## src/rtl/start_sequencer_pkg.sv

```systemverilog
// Shared types and constants for the start sequencer and its edge detector.
// START_TIMEOUT_EN (in the top) enables the done watchdog.
package start_sequencer_pkg;

   localparam logic BIT_ZERO = 1'b0;
   localparam logic BIT_ONE  = 1'b1;

   localparam int DEFAULT_TIMEOUT_CYCLES = 1024;

   typedef enum logic [2:0] {
      S_IDLE,
      S_PULSE,
      S_WAIT_DONE,
      S_WAIT_RELEASE,
      S_ERROR
   } state_t;

endpackage

```

## src/rtl/start_sequencer_rise_edge_detect.sv

```systemverilog
// Rising-edge detector on a debounced level; the reset value of the history
// register decides whether a level held through reset counts as an edge.
module rise_edge_detect
   import start_sequencer_pkg::*;
#(
   parameter logic PREV_RST = BIT_ONE
) (
   input  logic clk,
   input  logic rst,
   input  logic sig,
   output logic rise
);

   logic prev;

   always_ff @(posedge clk) begin
      if (rst) begin
         prev <= PREV_RST;
      end else begin
         prev <= sig;
      end
   end

   assign rise = sig & ~prev;

endmodule

```

## src/rtl/start_sequencer.sv

```systemverilog
// Turns a debounced button into one start pulse per press, gated by datapath busy.
// Define START_TIMEOUT_EN to add the done watchdog, ERROR state and error port.
module start_sequencer
  import start_sequencer_pkg::*;
#(
  parameter int TIMEOUT_CYCLES = DEFAULT_TIMEOUT_CYCLES,
  parameter int CNT_W          = $clog2(TIMEOUT_CYCLES)
) (
  input  logic clk,
  input  logic rst,
  input  logic db_in,
  input  logic done,
  output logic start_pulse,
  output logic busy,
  output logic ready
`ifdef START_TIMEOUT_EN
  ,
  output logic error
`endif
);

  state_t state;
  logic   rise;

  // History resets high so a button held through reset never launches a start.
  rise_edge_detect #(
    .PREV_RST(BIT_ONE)
  ) u_rise (
    .clk (clk),
    .rst (rst),
    .sig (db_in),
    .rise(rise)
  );

`ifdef START_TIMEOUT_EN
  localparam logic [CNT_W-1:0] TERM_CNT = CNT_W'(TIMEOUT_CYCLES - 1);

  logic [CNT_W-1:0] wd_cnt;
  logic             timed_out;

  assign timed_out = (state == S_WAIT_DONE) && (wd_cnt == TERM_CNT);
`endif

  // Outputs are registered alongside the state, so each branch sets the
  // values that belong to the state it is entering.
  always_ff @(posedge clk) begin
    if (rst) begin
      state       <= S_IDLE;
      start_pulse <= BIT_ZERO;
      busy        <= BIT_ZERO;
      ready       <= BIT_ONE;
`ifdef START_TIMEOUT_EN
      error       <= BIT_ZERO;
      wd_cnt      <= '0;
`endif
    end else begin
      case (state)
        S_IDLE: begin
          if (rise) begin
            state       <= S_PULSE;
            start_pulse <= BIT_ONE;
            busy        <= BIT_ONE;
            ready       <= BIT_ZERO;
          end
        end

        // done during the pulse cycle completes the job just like WAIT_DONE.
        S_PULSE, S_WAIT_DONE: begin
          start_pulse <= BIT_ZERO;
          if (done) begin
            busy <= BIT_ZERO;
            if (db_in) begin
              state <= S_WAIT_RELEASE;
              ready <= BIT_ZERO;
            end else begin
              state <= S_IDLE;
              ready <= BIT_ONE;
            end
          end
`ifdef START_TIMEOUT_EN
          else if (timed_out) begin
            state <= S_ERROR;
            busy  <= BIT_ZERO;
            ready <= BIT_ZERO;
            error <= BIT_ONE;
          end
`endif
          else begin
            state <= S_WAIT_DONE;
`ifdef START_TIMEOUT_EN
            wd_cnt <= (state == S_PULSE) ? '0 : wd_cnt + CNT_W'(1);
`endif
          end
        end

        S_WAIT_RELEASE: begin
          if (!db_in) begin
            state <= S_IDLE;
            ready <= BIT_ONE;
          end
        end

`ifdef START_TIMEOUT_EN
        // A fresh press retries the job; done is meaningless here.
        S_ERROR: begin
          if (rise) begin
            state       <= S_PULSE;
            start_pulse <= BIT_ONE;
            busy        <= BIT_ONE;
            error       <= BIT_ZERO;
          end
        end
`endif

        default: begin
          state       <= S_IDLE;
          start_pulse <= BIT_ZERO;
          busy        <= BIT_ZERO;
          ready       <= BIT_ONE;
        end
      endcase
    end
  end

endmodule

```

## config.mk

```make
export PLATFORM = sky130hd
export DESIGN_NAME = start_sequencer
export DESIGN_NICKNAME = d
export VERILOG_FILES = /design/src/rtl/start_sequencer_pkg.sv /design/src/rtl/start_sequencer_rise_edge_detect.sv /design/src/rtl/start_sequencer.sv
export SDC_FILE = /design/constraint.sdc
export NUM_CORES = 1
export LEC_CHECK = 0
export BUFFER_PORTS_ARGS = -buffer_cell sky130_fd_sc_hd__clkbuf_2
export CORE_AREA = 2 2 39 41
export CTS_BUF_LIST = sky130_fd_sc_hd__clkbuf_16
export DETAILED_ROUTE_END_ITERATION = 16
export DIE_AREA = 0 0 41 43
export GPL_ROUTABILITY_DRIVEN = 0
export HOLD_SLACK_MARGIN = 0.02
export PLACE_DENSITY = 0.43
export RECOVER_POWER = 100
export SYNTH_ARGS = -nofsm -noshare
export SYNTH_HDL_FRONTEND = slang
export SYNTH_SLANG_ARGS = --single-unit
```

## constraint.sdc

```tcl
create_clock -name clk -period 3.29 [get_ports clk]
set_input_delay 0.329 -clock clk [delete_from_list [all_inputs] [get_ports clk]]
set_output_delay 0.329 -clock clk [all_outputs]
set_load 0.005 [all_outputs]
```

==> impl_summary.log <==
[metrics] switching power as a share of total power: 30.83%
[metrics] worst-case headroom to the max-slew limit: 62.39%
[metrics] global-route wire length before repair: around 1.0 mm
[metrics] grt met2 use: 12.19%
[metrics] end of the worst register-to-register path: ready
[metrics] Initial DRT Pass Iterations: 4
[metrics] power per cell area: roughly 1100 nW/um2
[metrics] maximum root-to-sink buffer count: 2
[metrics] number of rows in the core area: 14
[metrics] Endpoint, Worst Hold: state[1]
[metrics] global routing usage summed across all routing layers: around 9.2%
[metrics] most common library cell in the layout ignoring fill and taps: sky130_fd_sc_hd__dfxtp_1
[metrics] per-cell routed wire length: about 11 um
[metrics] Die W: 41 um
[metrics] VDD IR max: 0.0003883 V
[metrics] number of warnings issued by yosys: 0
[metrics] mux contribution to synthesized area: 0%
[metrics] number of global-route vias before repair: roughly 270
[metrics] overall routed net length: 631 um
[metrics] Top Usage Layer GRT: met2
[metrics] Worst setup EP type: register
[metrics] detailed router's first-iteration violation count: 5
[metrics] Clk pin slew, worst setup/hold paths: 0.03 ns
[metrics] grt ovf: 0
[metrics] main combinational cell family by area after synthesis: compound AO/OA/AOI/OAI gates
[metrics] Root Driver: sky130_fd_sc_hd__clkbuf_16
[metrics] final critical path time including I/O delays and setup: 1.708 ns
[metrics] final non-filler cell area: 439.2 um2
[metrics] origin of the critical flop-to-flop path: state[0]
[metrics] Mapped Cells: 35
[metrics] die footprint: 1763 um2
[metrics] endpoints failing hold: 0
[metrics] met3 Use GR: 4.188%
[metrics] area delta synth->final: 33.97%
[metrics] timing-limited maximum frequency: 0.5854 GHz
[metrics] data required time at the worst endpoint: roughly 3.4 ns
[metrics] Synth Area in Compound Gates: 25.19%
[metrics] Avg Synthesized Cell Area: ~9.4 um2
[metrics] area of the core: around 1400 um2
[metrics] count of nets after finishing: 53
[metrics] static power due to leakage: 0.1948 nW
[metrics] highest-count cells in the layout ignoring fill and taps: sky130_fd_sc_hd__dfxtp_1 (6), sky130_fd_sc_hd__a211oi_1 (4), sky130_fd_sc_hd__inv_1 (4), sky130_fd_sc_hd__clkbuf_2 (4)
[metrics] switching power: 0.1451 mW
[metrics] count of boundary I/O pins: 7
[metrics] area fraction in and, or, nand and nor cells after synthesis: around 22%
[metrics] Syn Std Cell Area: 327.8 um2
[metrics] synthesized flop and latch total: 6
[metrics] actual transition at the worst max-transition pin: 0.5629 ns
[metrics] vertical die dimension: 43 um
[metrics] sum of negative setup slack: 0 ns
[metrics] critical path class: reg -> reg
[metrics] Remaining DRCs: 0
[metrics] HPWL reported at the end of detailed placement: between 500 and 600 um
[metrics] number of failing setup endpoints in the final timing report: 0
[metrics] adder and majority gate portion of the synthesized area: 11.45%
[metrics] combinational fraction of design power: 35.8%
[metrics] Internal Dissipation: 0.3254 mW
[metrics] setup slack on the worst flop-to-flop path: ~1.6 ns
[metrics] final-report max-slew violation count: 0
[metrics] met1 global-route usage: 8.710%
[metrics] IO buf count: 6
[metrics] total placed instance area: 377.9 um2
[metrics] final clock skew: 0.001813 ns
[metrics] clock sink count: 6
[metrics] count of nets left with antenna violations after detail routing: 0
[metrics] sequential element share of the synthesized area: 36.64%
[metrics] TritonCTS clock tree: yes
[metrics] xor and xnor fraction of the mapped netlist area: 0%
[metrics] post-synth cell types: 16
[metrics] share of cells above drive strength 1: 15.91%
[metrics] number of antenna violations at the first check in global routing: 0
[metrics] quantity of gates resized following cts: 0
[metrics] Crit path arrival time: roughly 1.8 ns
[metrics] number of antenna diodes: 0
[metrics] clock latency on the worst-skew pair: 0.23 ns
[metrics] max-cap violation count: 0
[metrics] detail-routed via count per cell: ~4.7
[metrics] starting density of the core: 23.69%
[metrics] result of the run: finished, final reports clean
[metrics] clock network power share: 41.5%
[metrics] Inserted Clock Buffers: 3
[metrics] number of vias after detailed routing: 283
[metrics] largest net degree at the start of global routing: 8
[metrics] part of the total power dissipated in sequential elements: 22.7%
[metrics] Hold-fix buffers, CTS: 0
[metrics] crit path max fanout: 5
[metrics] period utilization: 51.92%
[metrics] Critical Path Start Type: register
[metrics] # Post-CTS Setup Buffers: 0
[metrics] H-tree Lvls: 1
[metrics] syn nets: 42
[metrics] depth of the worst register-to-register path: 4
[metrics] number of instances on the worst hold path: 2
[metrics] startpoint of the most critical hold path: rst
[metrics] min-delay worst type: in -> reg
[metrics] RSZ-0062 raised after global routing: false
through the flow:
step	std cells	hold slack [ns]	utilization (%)	setup slack (ns)	power [mW]
final	60	0.3283	31.74	1.582	0.4705
after global routing	60	0.3440	31.74	1.422	0.5056
after CTS	60	0.3310	32.73	1.795	0.4818
after detailed placement	57	0.4918	27.31	1.820	0.2819
after global placement	57	0.4869	27.31	1.832	0.2812
after floorplan	35	0.4018	-	1.899	0.2407
worst max-delay path: stages (launching register included):
cell,delay [ns]
sky130_fd_sc_hd__dfxtp_1,0.31
sky130_fd_sc_hd__ha_1,0.25
sky130_fd_sc_hd__nor3b_1,0.51
sky130_fd_sc_hd__nor2_1,0.15
sky130_fd_sc_hd__a221o_1,0.37
power by group through the flow:
stage | sequential [mW] | clock (mW) | combinational, mW
floorplan | 0.107 | 0 | 0.134
global placement | 0.107 | 0 | 0.175
detailed placement | 0.108 | 0 | 0.174
CTS | 0.107 | 0.199 | 0.176
global route | 0.108 | 0.205 | 0.193
finish | 0.107 | 0.195 | 0.168
sequential cells by signal, indices dropped and copies added (netlist names):
signal       count
ready            1
state            2
u_rise.prev      1
busy             1
start_pulse      1
cells by family after synthesis:
group,Yosys count
AND/OR/NAND/NOR,11
flip-flops,6
buffers and inverters,4
AO/OA/AOI/OAI,11
adder cells (fa/ha/maj),3
cell usage after synthesis:
cell type                  count  area [um2]
sky130_fd_sc_hd__nor3b_1       1       7.510
sky130_fd_sc_hd__a211o_1       1       8.760
sky130_fd_sc_hd__nand2b_1      3       18.77
sky130_fd_sc_hd__a21oi_1       2       10.01
sky130_fd_sc_hd__o21bai_1      1       7.510
sky130_fd_sc_hd__o21ba_1       1       10.01
sky130_fd_sc_hd__inv_1         4       15.01
sky130_fd_sc_hd__nor2_1        3       11.26
sky130_fd_sc_hd__a31oi_1       1       6.260
sky130_fd_sc_hd__a211oi_1      4       30.03
sky130_fd_sc_hd__or2_1         1       6.260
sky130_fd_sc_hd__a221o_1       1       10.01
sky130_fd_sc_hd__nor3_1        2       10.01
sky130_fd_sc_hd__dfxtp_1       6       120.1
sky130_fd_sc_hd__ha_1          3       37.54
sky130_fd_sc_hd__nor3b_4       1       18.77
worst max path at each step:
stage | from | slack, ns | to | cells past startpoint
2_1_floorplan | state[0] | 1.90 | ready | 5
3_3_place_gp | state[1] | 1.83 | ready | 5
4_1_cts | state[0] | 1.80 | ready | 5
3_5_place_dp | state[0] | 1.82 | ready | 5
6_report | state[0] | 1.58 | ready | 4
5_1_grt | state[0] | 1.42 | ready | 4
per-layer routing:
layer | up-vias | wire (um)
met3 | 5 | 65
met1 | 125 | 251
met2 | 9 | 278
li1 | 144 | -
met5 | - | 0
met4 | 0 | 36
area by class of cell:
class	count	area, um2
clock buffers	3	75.07
fillers	143	944.7
inverters	4	15.01
multi-input cells	25	181.4
flip-flops and latches	6	120.1
well taps	16	20.02
repair buffers	6	27.53
Note: power is estimated with default switching activity, not from simulation.
